`src/rtl/elem_pulse_player_if.sv`:
```
// ----------------------------------------------------------------------------
// elem_pulse_player_if
// Command/playback bundle between a pulse sequencer and one element player.
//   master : drives cmdstb + command fields, observes the playback stream
//   slave  : the player; samples command fields, drives the playback stream
// Command  : cmdstb, envstart, envlength, ampx, freqaddr, pini, mode
// Playback : env_addr, env_valid, amp_out, freq_out, phase_out, busy, done, overflow
// ----------------------------------------------------------------------------
interface elem_pulse_player_if #(
    parameter int unsigned ENV_ADDR_WIDTH = 12,
    parameter int unsigned AMP_WIDTH      = 16,
    parameter int unsigned FREQ_WIDTH     = 9,
    parameter int unsigned PHASE_WIDTH    = 17
) ();
    logic                      cmdstb;
    logic [ENV_ADDR_WIDTH-1:0] envstart;
    logic [ENV_ADDR_WIDTH-1:0] envlength;
    logic [AMP_WIDTH-1:0]      ampx;
    logic [FREQ_WIDTH-1:0]     freqaddr;
    logic [PHASE_WIDTH-1:0]    pini;
    logic [1:0]                mode;

    logic [ENV_ADDR_WIDTH-1:0] env_addr;
    logic                      env_valid;
    logic [AMP_WIDTH-1:0]      amp_out;
    logic [FREQ_WIDTH-1:0]     freq_out;
    logic [PHASE_WIDTH-1:0]    phase_out;
    logic                      busy;
    logic                      done;
    logic                      overflow;

    modport master (
        output cmdstb, envstart, envlength, ampx, freqaddr, pini, mode,
        input  env_addr, env_valid, amp_out, freq_out, phase_out, busy, done, overflow
    );

    modport slave (
        input  cmdstb, envstart, envlength, ampx, freqaddr, pini, mode,
        output env_addr, env_valid, amp_out, freq_out, phase_out, busy, done, overflow
    );
endinterface

```
`src/rtl/elem_pulse_player.sv`:
```
// ----------------------------------------------------------------------------
// elem_pulse_player
// Accepts one pulse command and plays it out one sample per cycle: an envelope
// RAM address stream plus amp/freq/phase held for the whole pulse.
//   clk   : clock
//   reset : synchronous, active-high; aborts any pulse without a done
//   bus   : elem_pulse_player_if.slave (command in, playback stream out)
// Build option: define ELEM_PLAYER_QUEUE_EN for a 1-deep pending command slot;
// without it, commands arriving mid-pulse are dropped and flag overflow.
// ----------------------------------------------------------------------------
module elem_pulse_player #(
    parameter int unsigned ENV_ADDR_WIDTH = 12,
    parameter int unsigned AMP_WIDTH      = 16,
    parameter int unsigned FREQ_WIDTH     = 9,
    parameter int unsigned PHASE_WIDTH    = 17
) (
    input logic                clk,
    input logic                reset,
    elem_pulse_player_if.slave bus
);
    localparam logic [ENV_ADDR_WIDTH-1:0] AddrOne = ENV_ADDR_WIDTH'(1);

    typedef enum logic [0:0] {StIdle, StPlay} state_e;

    state_e                    r_state, w_state_d;
    logic [ENV_ADDR_WIDTH-1:0] r_addr, w_addr_d;
    logic [ENV_ADDR_WIDTH-1:0] r_remain, w_remain_d;  // samples left after the current one
    logic [1:0]                r_mode, w_mode_d;
    logic [AMP_WIDTH-1:0]      r_amp, w_amp_d;
    logic [FREQ_WIDTH-1:0]     r_freq, w_freq_d;
    logic [PHASE_WIDTH-1:0]    r_phase, w_phase_d;
    logic                      r_busy, w_busy_d;
    logic                      r_done, w_done_d;
    logic                      r_overflow, w_overflow_d;

    // Selected command source: pending slot has priority over the live strobe.
    logic                      w_src_valid;
    logic [ENV_ADDR_WIDTH-1:0] w_src_start, w_src_len;
    logic [1:0]                w_src_mode;
    logic [AMP_WIDTH-1:0]      w_src_amp;
    logic [FREQ_WIDTH-1:0]     w_src_freq;
    logic [PHASE_WIDTH-1:0]    w_src_phase;
    logic                      w_last, w_take;

`ifdef ELEM_PLAYER_QUEUE_EN
    logic                      r_pend_valid, w_pend_valid_d;
    logic [ENV_ADDR_WIDTH-1:0] r_pend_start, w_pend_start_d;
    logic [ENV_ADDR_WIDTH-1:0] r_pend_len, w_pend_len_d;
    logic [1:0]                r_pend_mode, w_pend_mode_d;
    logic [AMP_WIDTH-1:0]      r_pend_amp, w_pend_amp_d;
    logic [FREQ_WIDTH-1:0]     r_pend_freq, w_pend_freq_d;
    logic [PHASE_WIDTH-1:0]    r_pend_phase, w_pend_phase_d;
`endif

    always_comb begin
        w_src_valid = bus.cmdstb;
        w_src_start = bus.envstart;
        w_src_len   = bus.envlength;
        w_src_mode  = bus.mode;
        w_src_amp   = bus.ampx;
        w_src_freq  = bus.freqaddr;
        w_src_phase = bus.pini;
`ifdef ELEM_PLAYER_QUEUE_EN
        if (r_pend_valid) begin
            w_src_valid = 1'b1;
            w_src_start = r_pend_start;
            w_src_len   = r_pend_len;
            w_src_mode  = r_pend_mode;
            w_src_amp   = r_pend_amp;
            w_src_freq  = r_pend_freq;
            w_src_phase = r_pend_phase;
        end
`endif
    end

    assign w_last = (r_state == StPlay) && (r_remain == '0);
    // A new command may start whenever nothing is playing or the last sample is out.
    assign w_take = (r_state == StIdle) || w_last;

    always_comb begin
        w_state_d    = r_state;
        w_addr_d     = r_addr;
        w_remain_d   = r_remain;
        w_mode_d     = r_mode;
        w_amp_d      = r_amp;
        w_freq_d     = r_freq;
        w_phase_d    = r_phase;
        w_done_d     = 1'b0;
        w_overflow_d = r_overflow;
`ifdef ELEM_PLAYER_QUEUE_EN
        w_pend_valid_d = r_pend_valid;
        w_pend_start_d = r_pend_start;
        w_pend_len_d   = r_pend_len;
        w_pend_mode_d  = r_pend_mode;
        w_pend_amp_d   = r_pend_amp;
        w_pend_freq_d  = r_pend_freq;
        w_pend_phase_d = r_pend_phase;
`endif
        if (w_take) begin
            w_state_d  = StIdle;
            w_addr_d   = '0;
            w_remain_d = '0;
            w_amp_d    = '0;
            w_freq_d   = '0;
            w_phase_d  = '0;
            w_done_d   = w_last;
            if (w_src_valid) begin
                if (w_src_len != '0) begin
                    w_state_d  = StPlay;
                    w_addr_d   = (w_src_mode == 2'b10) ? w_src_start + w_src_len - AddrOne
                                                       : w_src_start;
                    w_remain_d = w_src_len - AddrOne;
                    w_mode_d   = w_src_mode;
                    w_amp_d    = w_src_amp;
                    w_freq_d   = w_src_freq;
                    w_phase_d  = w_src_phase;
                end else begin
                    // Empty pulse: no samples, just the completion strobe.
                    w_done_d = 1'b1;
                end
            end
`ifdef ELEM_PLAYER_QUEUE_EN
            // Slot drains into the player; a strobe arriving now refills it.
            if (r_pend_valid) begin
                w_pend_valid_d = bus.cmdstb;
                w_pend_start_d = bus.envstart;
                w_pend_len_d   = bus.envlength;
                w_pend_mode_d  = bus.mode;
                w_pend_amp_d   = bus.ampx;
                w_pend_freq_d  = bus.freqaddr;
                w_pend_phase_d = bus.pini;
            end
`endif
        end else begin
            w_remain_d = r_remain - AddrOne;
            unique case (r_mode)
                2'b01:   w_addr_d = r_addr;
                2'b10:   w_addr_d = r_addr - AddrOne;
                default: w_addr_d = r_addr + AddrOne;
            endcase
            if (bus.cmdstb) begin
`ifdef ELEM_PLAYER_QUEUE_EN
                if (r_pend_valid) begin
                    w_overflow_d = 1'b1;
                end else begin
                    w_pend_valid_d = 1'b1;
                    w_pend_start_d = bus.envstart;
                    w_pend_len_d   = bus.envlength;
                    w_pend_mode_d  = bus.mode;
                    w_pend_amp_d   = bus.ampx;
                    w_pend_freq_d  = bus.freqaddr;
                    w_pend_phase_d = bus.pini;
                end
`else
                w_overflow_d = 1'b1;
`endif
            end
        end
`ifdef ELEM_PLAYER_QUEUE_EN
        w_busy_d = (w_state_d == StPlay) || w_pend_valid_d;
`else
        w_busy_d = (w_state_d == StPlay);
`endif
    end

    always_ff @(posedge clk) begin
        if (reset) begin
            r_state    <= StIdle;
            r_addr     <= '0;
            r_remain   <= '0;
            r_mode     <= '0;
            r_amp      <= '0;
            r_freq     <= '0;
            r_phase    <= '0;
            r_busy     <= 1'b0;
            r_done     <= 1'b0;
            r_overflow <= 1'b0;
        end else begin
            r_state    <= w_state_d;
            r_addr     <= w_addr_d;
            r_remain   <= w_remain_d;
            r_mode     <= w_mode_d;
            r_amp      <= w_amp_d;
            r_freq     <= w_freq_d;
            r_phase    <= w_phase_d;
            r_busy     <= w_busy_d;
            r_done     <= w_done_d;
            r_overflow <= w_overflow_d;
        end
    end

`ifdef ELEM_PLAYER_QUEUE_EN
    always_ff @(posedge clk) begin
        if (reset) begin
            r_pend_valid <= 1'b0;
            r_pend_start <= '0;
            r_pend_len   <= '0;
            r_pend_mode  <= '0;
            r_pend_amp   <= '0;
            r_pend_freq  <= '0;
            r_pend_phase <= '0;
        end else begin
            r_pend_valid <= w_pend_valid_d;
            r_pend_start <= w_pend_start_d;
            r_pend_len   <= w_pend_len_d;
            r_pend_mode  <= w_pend_mode_d;
            r_pend_amp   <= w_pend_amp_d;
            r_pend_freq  <= w_pend_freq_d;
            r_pend_phase <= w_pend_phase_d;
        end
    end
`endif

    assign bus.env_addr  = r_addr;
    assign bus.env_valid = (r_state == StPlay);
    assign bus.amp_out   = r_amp;
    assign bus.freq_out  = r_freq;
    assign bus.phase_out = r_phase;
    assign bus.busy      = r_busy;
    assign bus.done      = r_done;
    assign bus.overflow  = r_overflow;

endmodule

```
`src/flat_wrapper.sv`:
```
// flat-port wrapper written by rule: the top's interface ports become plain ports
module elem_pulse_player_flat 
#(
    parameter int unsigned ENV_ADDR_WIDTH = 12,
    parameter int unsigned AMP_WIDTH      = 16,
    parameter int unsigned FREQ_WIDTH     = 9,
    parameter int unsigned PHASE_WIDTH    = 17
)
  (clk, reset, bus_cmdstb, bus_envstart, bus_envlength, bus_ampx, bus_freqaddr, bus_pini, bus_mode, bus_env_addr, bus_env_valid, bus_amp_out, bus_freq_out, bus_phase_out, bus_busy, bus_done, bus_overflow);
  elem_pulse_player_if #(.ENV_ADDR_WIDTH(ENV_ADDR_WIDTH), .AMP_WIDTH(AMP_WIDTH), .FREQ_WIDTH(FREQ_WIDTH), .PHASE_WIDTH(PHASE_WIDTH)) bus_i ();
  input logic clk;
  input logic reset;
  input wire logic [$bits(bus_i.cmdstb)-1:0] bus_cmdstb;
  input wire logic [$bits(bus_i.envstart)-1:0] bus_envstart;
  input wire logic [$bits(bus_i.envlength)-1:0] bus_envlength;
  input wire logic [$bits(bus_i.ampx)-1:0] bus_ampx;
  input wire logic [$bits(bus_i.freqaddr)-1:0] bus_freqaddr;
  input wire logic [$bits(bus_i.pini)-1:0] bus_pini;
  input wire logic [$bits(bus_i.mode)-1:0] bus_mode;
  output wire logic [$bits(bus_i.env_addr)-1:0] bus_env_addr;
  output wire logic [$bits(bus_i.env_valid)-1:0] bus_env_valid;
  output wire logic [$bits(bus_i.amp_out)-1:0] bus_amp_out;
  output wire logic [$bits(bus_i.freq_out)-1:0] bus_freq_out;
  output wire logic [$bits(bus_i.phase_out)-1:0] bus_phase_out;
  output wire logic [$bits(bus_i.busy)-1:0] bus_busy;
  output wire logic [$bits(bus_i.done)-1:0] bus_done;
  output wire logic [$bits(bus_i.overflow)-1:0] bus_overflow;
  assign bus_i.cmdstb = bus_cmdstb;
  assign bus_i.envstart = bus_envstart;
  assign bus_i.envlength = bus_envlength;
  assign bus_i.ampx = bus_ampx;
  assign bus_i.freqaddr = bus_freqaddr;
  assign bus_i.pini = bus_pini;
  assign bus_i.mode = bus_mode;
  assign bus_env_addr = bus_i.env_addr;
  assign bus_env_valid = bus_i.env_valid;
  assign bus_amp_out = bus_i.amp_out;
  assign bus_freq_out = bus_i.freq_out;
  assign bus_phase_out = bus_i.phase_out;
  assign bus_busy = bus_i.busy;
  assign bus_done = bus_i.done;
  assign bus_overflow = bus_i.overflow;
  elem_pulse_player #(.ENV_ADDR_WIDTH(ENV_ADDR_WIDTH), .AMP_WIDTH(AMP_WIDTH), .FREQ_WIDTH(FREQ_WIDTH), .PHASE_WIDTH(PHASE_WIDTH)) u_core (.clk(clk), .reset(reset), .bus(bus_i));
endmodule
```
`config.mk`:
```
export PLATFORM = sky130hd
export DESIGN_NAME = elem_pulse_player_flat
export DESIGN_NICKNAME = d
export VERILOG_FILES = /design/src/rtl/elem_pulse_player_if.sv /design/src/rtl/elem_pulse_player.sv /design/src/flat_wrapper.sv
export SDC_FILE = /design/constraint.sdc
export NUM_CORES = 1
export LEC_CHECK = 0
export ABC_CLOCK_PERIOD_IN_PS = 3300
export BUFFER_PORTS_ARGS = -buffer_cell sky130_fd_sc_hd__buf_2
export CORE_ASPECT_RATIO = 0.8
export CORE_MARGIN = 2
export CORE_UTILIZATION = 45
export CTS_CLUSTER_DIAMETER = 60
export DETAILED_ROUTE_END_ITERATION = 10
export PLACE_DENSITY = 0.82
export SLEW_MARGIN = 20
export SYNTH_ARGS = -nofsm -noshare
export SYNTH_HDL_FRONTEND = slang
export SYNTH_SLANG_ARGS = --single-unit
```
`constraint.sdc`:
```
create_clock -name clk -period 3.3 [get_ports clk]
set_input_delay 0.33 -clock clk [delete_from_list [all_inputs] [get_ports clk]]
set_output_delay 0.33 -clock clk [all_outputs]
set_load 0.01 [all_outputs]
```
==> flow_metrics.tcl, run 1 <==
set metrics [dict create \
    ys_seq_area_share_pct 31.9 \
    max_stage_delay_ps 400 \
    yosysTopAreaCell "dfxtp_1" \
    grt_usage_pct 21.9 \
    grt-ovfl-total 0 \
    pwr-share-clk_pct 35.1 \
    holdBufCountCts 0 \
    drt_iter0_markers 212 \
    worstSkewPairLatency_ps 320 \
    core_um2 9650 \
    cap_viol_max_count 0 \
    layout_commonest_cell "buf_2" \
    power_leakage_nw 2.59 \
    setup_tns_ps 0 \
    cp-start-kind "flop" \
    ff_latch_area_um2 1420 \
    dieArea_um2 10700 \
    synthesis.nets 689 \
    synth.distinct_cells 50 \
    clockBufferDepth 2 \
    route.detailed.drc 0 \
    fp.dieW_um 115 \
    antenna_cells 0 \
    arrival_ps 2880 \
    vdd_ir_drop_max_mv 0.308 \
    power.switching_fraction_pct 32.8 \
    max-slew-margin-rel_pct 32.4 \
    synthTopCellsByArea "dfxtp_1 (32%), ha_1 (9.5%), a21oi_1 (8.2%)" \
    initial_utilization_pct 46.2 \
    syn_avg_cell_area_um2 7.66 \
    grt_pass1_vias 4129 \
    ant_nets 0 \
    drive_above_1_share_pct 23.0 \
    numCtsBuffers 9 \
    whs_ps 254 \
    ios 129 \
    vias 4402 \
    path_cells "nand2b_1 -> inv_1 -> ha_1 -> a21oi_1 -> o221ai_1 -> a21o_1 -> o22ai_1 -> a21boi_0 -> xnor2_1 -> a22o_1" \
    grt_first_pass_wirelength_mm 19.2 \
    die_y_um 93.0 \
    synth_edf_count 0 \
    fin_crit_sh_pct 80.8 \
    fin_crit_ps 2670 \
    rows 32 \
    fmax_mhz 375 \
    power_density_nw_per_um2 504 \
    area_delta_synth_final_pct 22.1 \
    setup.worst_path.end_class "flop" \
    worst_hold_path_type "primary input to flop" \
    multiInputGateArea_um2 2650 \
    syn_area_um2 4460 \
    clockRootBuffer "clkbuf_16" \
    htreeDepth 3 \
    fillers 907 \
    rsz0062_at_grt "no" \
    wl_per_cell_um 14.5 \
    layout_common_cells "buf_2 (128), a21oi_1 (73), nand2_1 (71), dfxtp_1 (71)" \
    cp_slowest_cell "ha_1" \
    internal_power_mw 1.85 \
    required_ps 3510 \
    dp_hpwl_mm 9.01 \
    synth_ff_type "dfxtp_1" \
    cts_tree "built" \
    cts_sinks 71 \
    first_pass_iters 5 \
    criticalPathCategory "flop to flop" \
    routabilityCongestion 0.919 \
    io_buffer_count 128 \
    nNetsFinal 799 \
    drv_slew 0 \
    viasPerCell 5.28 \
    ys_ff_latch 71 \
    cts_setup_buffers 0 \
    power_frac_comb_pct 29.0 \
    syn_inst 582 \
    wirelength_mm 12.1 \
    antenna_found_initial 0 \
    synth-async-reset-ratio_pct 0 \
    p_sw_mw 0.899 \
    synth_top_area_share_pct 31.9 \
    tightest_slew_ps 1010 \
    status "complete, no violations" \
    grt_max_degree 56 \
    ctsResizeCount 0 \
    cp_max_fo 11 \
    ys_warn_count 0 \
    crit_family "compound AO/OA/AOI/OAI gates" \
    seqPwrFrac_pct 35.9 \
    crit_buf_inv 1 \
    clkTransAtPathRegs_ps 60 \
    fin_worst_skew_ps 8.72 \
    setup_viol 0 \
    hold_viol 0 \
]
-- power groups by stage --
stage / Sequential, mW / Clock [mW] / Combinational (mW)
CTS: 0.984 / 0.986 / 0.787
detailed placement: 1.00 / 0 / 0.779
floorplan: 1.02 / 0 / 0.557
global route: 0.993 / 1.02 / 0.886
finish: 0.985 / 0.964 / 0.796
global placement: 0.998 / 0 / 0.754
-- cell type report --
class | instances | area share, %
multi-input combinational | 425 | 48.7
sequential | 71 | 26.1
timing repair buffer | 133 | 12.9
clock buffer | 10 | 4.21
inverter | 52 | 3.59
tap | 136 | 3.13
clock inverter | 6 | 1.29
-- routing by layer --
metal / GRT usage [%] / wire length [um]
met5: 0 / 0
met4: 6.33 / 135
met3: 4.02 / 641
met2: 35.7 / 5620
met1: 29.7 / 5670
-- state kept, by name, indices dropped and copies added (netlist names) --
name	cells
u_core.bus.freq_out	9
u_core.bus.phase_out	17
u_core.bus.overflow	1
u_core.r_remain	12
u_core.bus.amp_out	16
u_core.r_mode	2
u_core.bus.env_valid	1
u_core.bus.env_addr	12
u_core.bus.done	1
-- synth_stat cells (2+ instances only) --
| cell type | count |
|---|---|
| inv_1 | 52 |
| a22oi_1 | 8 |
| o31ai_1 | 2 |
| xnor2_1 | 16 |
| nor3_1 | 9 |
| a211o_1 | 2 |
| xor2_1 | 18 |
| buf_4 | 2 |
| o22ai_1 | 3 |
| o21bai_1 | 2 |
| nor4_1 | 2 |
| ha_1 | 34 |
| nor2_1 | 41 |
| a21oi_1 | 73 |
| fa_1 | 2 |
| a31oi_1 | 4 |
| buf_2 | 3 |
| o21ai_0 | 25 |
| nor2b_1 | 4 |
| or3_1 | 3 |
| a22o_1 | 3 |
| a21o_1 | 8 |
| mux2i_1 | 5 |
| nand3_1 | 52 |
| nand2b_1 | 9 |
| dfxtp_1 | 71 |
| clkbuf_1 | 20 |
| nor3_2 | 2 |
| a211oi_1 | 6 |
| nand4_1 | 3 |
| buf_6 | 9 |
| nand2_1 | 71 |
-- worst min-delay path: stages --
cell,delay (ps)
buf_2,90
nand3_1,50
a21oi_1,60
-- final timing paths --
| check | start | to | slack (ps) | cells after the start |
|---|---|---|---|---|
| setup / recovery | u_core.r_mode[0] | u_core.bus.env_addr[11] | 630 | 10 |
| hold / removal | bus_pini[6] | u_core.bus.phase_out[6] | 250 | 3 |
| setup reg to reg | u_core.r_mode[0] | u_core.bus.env_addr[11] | 630 | 10 |
| hold reg to reg | u_core.bus.freq_out[2] | u_core.bus.freq_out[2] | 450 | 2 |
-- logic make-up (layout without fill, tap and decap cells) --
| logic type | count (synthesis) | in the layout | synth area share (%) |
|---|---|---|---|
| AOI/OAI and AO/OA | 144 | 144 | 19.0 |
| xor gates and xnor gates | 34 | 34 | 6.68 |
| adders and majority gates | 36 | 36 | 10.4 |
| buffers and inverters | 86 | 201 | 9.01 |
| DFF | 71 | 71 | 31.9 |
| muxes | 6 | 6 | 1.38 |
| and+or+nand+nor | 205 | 205 | 21.6 |
-- per-stage QoR --
step                cell area [um2]  instances  util [%]  power, mW  worst slack [ps]
CTS                            5420        832      56.2       2.76               662
global route                   5440        833      56.4       2.90               475
detailed placement             5120        816      53.1       1.78               480
global placement               5120        816      53.1       1.75               557
finish                         5440        833      56.4       2.74               634
floorplan                      4460        582         -       1.57               787
No activity file was read; power rests on OpenSTA's default activity.
==> inputs of run 2 (changes only) <==
ABC_AREA = 1   (was not set)
ABC_CLOCK_PERIOD_IN_PS = 2750   (was 3300)
PLACE_DENSITY = 0.81   (was 0.82)
clock period = 2.75 ns   (was 3.3 ns; I/O delays follow)
==> flow_metrics.tcl, run 2 <==
set metrics [dict create \
    crit_family "simple AND/OR/NAND/NOR gates" \
    core_um2 10200 \
    first_pass_iters 5 \
    antenna_cells 0 \
    ctsResizeCount 0 \
    grt_first_pass_wirelength_mm 19.9 \
    status "complete, no violations" \
    cap_viol_max_count 0 \
    dieArea_um2 11200 \
    path_cells "inv_1 -> nand2_1 -> inv_1 -> ha_1 -> nand2_1 -> nand3_1 -> nand2_1 -> nand2_1 -> or2_2 -> nand3_1 -> nand2_1 -> nor2_1 -> nor2_1" \
    fp.dieW_um 118 \
    ys_ff_latch 71 \
    die_y_um 95.3 \
    drv_slew 0 \
    synth_edf_count 0 \
    cp_max_fo 10 \
    cts_sinks 71 \
    ff_latch_area_um2 1420 \
    routabilityCongestion 0.971 \
    fillers 1029 \
    setup_tns_ps 0 \
    synth-async-reset-ratio_pct 0 \
    power_leakage_nw 3.03 \
    rows 33 \
    syn_inst 726 \
    drt_iter0_markers 428 \
    rsz0062_at_grt "no" \
    synth.distinct_cells 40 \
    setup_viol 0 \
    io_buffer_count 128 \
    clockBufferDepth 2 \
    required_ps 2960 \
    power_density_nw_per_um2 617 \
    ys_top_cells_by_count "nand2_1 (217), inv_1 (98), a21oi_1 (74), nor2_1 (72), dfxtp_1 (71)" \
    grt_pass1_vias 4143 \
    hold_viol 0 \
    crit_buf_inv 2 \
    antenna_found_initial 0 \
    dp_hpwl_mm 9.63 \
    cts_setup_buffers 0 \
    grt_max_degree 64 \
    ys_warn_count 0 \
    fin_crit_sh_pct 80.9 \
    synth_ff_type "dfxtp_1" \
    fin_worst_skew_ps 2.88 \
    fmax_mhz 449 \
    holdBufCountCts 0 \
    viasPerCell 4.96 \
    worst_hold_path_type "primary input to flop" \
    wirelength_mm 12.6 \
    vdd_ir_drop_max_mv 0.348 \
    grt-ovfl-total 0 \
    cts_tree "built" \
    drive_above_1_share_pct 19.3 \
    fin_crit_ps 2220 \
    synth.most_common_cell "nand2_1" \
    synthesis.nets 833 \
    worstSkewPairLatency_ps 320 \
    synthTopCellsByArea "dfxtp_1 (30%), nand2_1 (17%), ha_1 (9.1%)" \
    layout_commonest_cell "nand2_1" \
    largest_reg_flops 17 \
    cp_slowest_cell "ha_1" \
    criticalPathCategory "flop to flop" \
    max-slew-margin-rel_pct 60.5 \
    ys_seq_area_share_pct 30.3 \
    arrival_ps 2440 \
    cp-start-kind "flop" \
    vias 4919 \
    wl_per_cell_um 12.7 \
    synth_top_area_share_pct 30.3 \
    tightest_slew_ps 592 \
    setup.worst_path.end_class "flop" \
    layout_common_cells "nand2_1 (217), buf_2 (128), inv_1 (98)" \
    numCtsBuffers 9 \
    syn_avg_cell_area_um2 6.45 \
    area_delta_synth_final_pct 21.7 \
    syn_area_um2 4680 \
    grt_usage_pct 21.9 \
    initial_utilization_pct 45.9 \
    nNetsFinal 953 \
    crit_path_frequent_cell "nand2_1" \
    ant_nets 0 \
    multiInputGateArea_um2 2700 \
    max_stage_delay_ps 370 \
    yosysTopAreaCell "dfxtp_1" \
    route.detailed.drc 0 \
    clockRootBuffer "clkbuf_16" \
    htreeDepth 3 \
    ios 129 \
    clkTransAtPathRegs_ps 60 \
    whs_ps 195 \
]
run 2: report_power, final:
part / switching [mW] / internal (mW)
logic: 0.659 / 0.388
clock network: 0.430 / 0.842
registers: 0.0712 / 1.13
run 2: tightest hold or removal path, delay by kind of cell:
family                 cells  cell delay (ps)
AO/OA/AOI/OAI              1               50
buffers and inverters      1               90
AND/OR/NAND/NOR            1               50
run 2: logic make-up after synthesis:
family	synth area share, %
AND/OR/NAND/NOR	31.2
buffers and inverters	12.1
AO/OA/AOI/OAI	13.1
flip-flops	30.3
adder cells (fa/ha/maj)	9.94
XOR/XNOR	3.37
run 2: stage by stage:
| stage | worst slack [ps] | area, um2 | power [mW] | utilization (%) | instances |
|---|---|---|---|---|---|
| after global routing | 294 | 5700 | 3.72 | 55.9 | 991 |
| after detailed placement | 311 | 5370 | 2.25 | 52.7 | 975 |
| after CTS | 522 | 5700 | 3.53 | 55.9 | 991 |
| after global placement | 462 | 5370 | 2.23 | 52.7 | 975 |
| after floorplan | 635 | 4680 | 1.97 | - | 726 |
| final | 525 | 5700 | 3.52 | 55.9 | 991 |
run 2: final cells by class:
| class | instances | area share [%] |
|---|---|---|
| inverter | 104 | 6.98 |
| timing repair buffer | 133 | 11.9 |
| clock inverter | 5 | 1.40 |
| clock buffer | 11 | 4.43 |
| sequential | 71 | 24.9 |
| multi-input combinational | 527 | 47.3 |
| tap | 140 | 3.07 |
run 2: final timing paths:
path | start | end | slack [ps] | cells after the start
worst max-delay path | u_core.r_mode[0] | u_core.bus.env_addr[6] | 530 | 13
worst min-delay path | bus_freqaddr[1] | u_core.bus.freq_out[1] | 200 | 3
worst max register to register | u_core.r_mode[0] | u_core.bus.env_addr[6] | 530 | 13
worst min register to register | u_core.bus.phase_out[12] | u_core.bus.phase_out[12] | 460 | 2
run 2: metal layers:
layer,GRT usage [%],wire (um),up-vias,share of wire [%]
met1,31.8,6030,2171,48
met3,4.37,1070,11,8.5
met4,4.42,108,0,0.86
met2,33.8,5380,202,43
li1,-,-,2535,-
met5,0,0,-,0
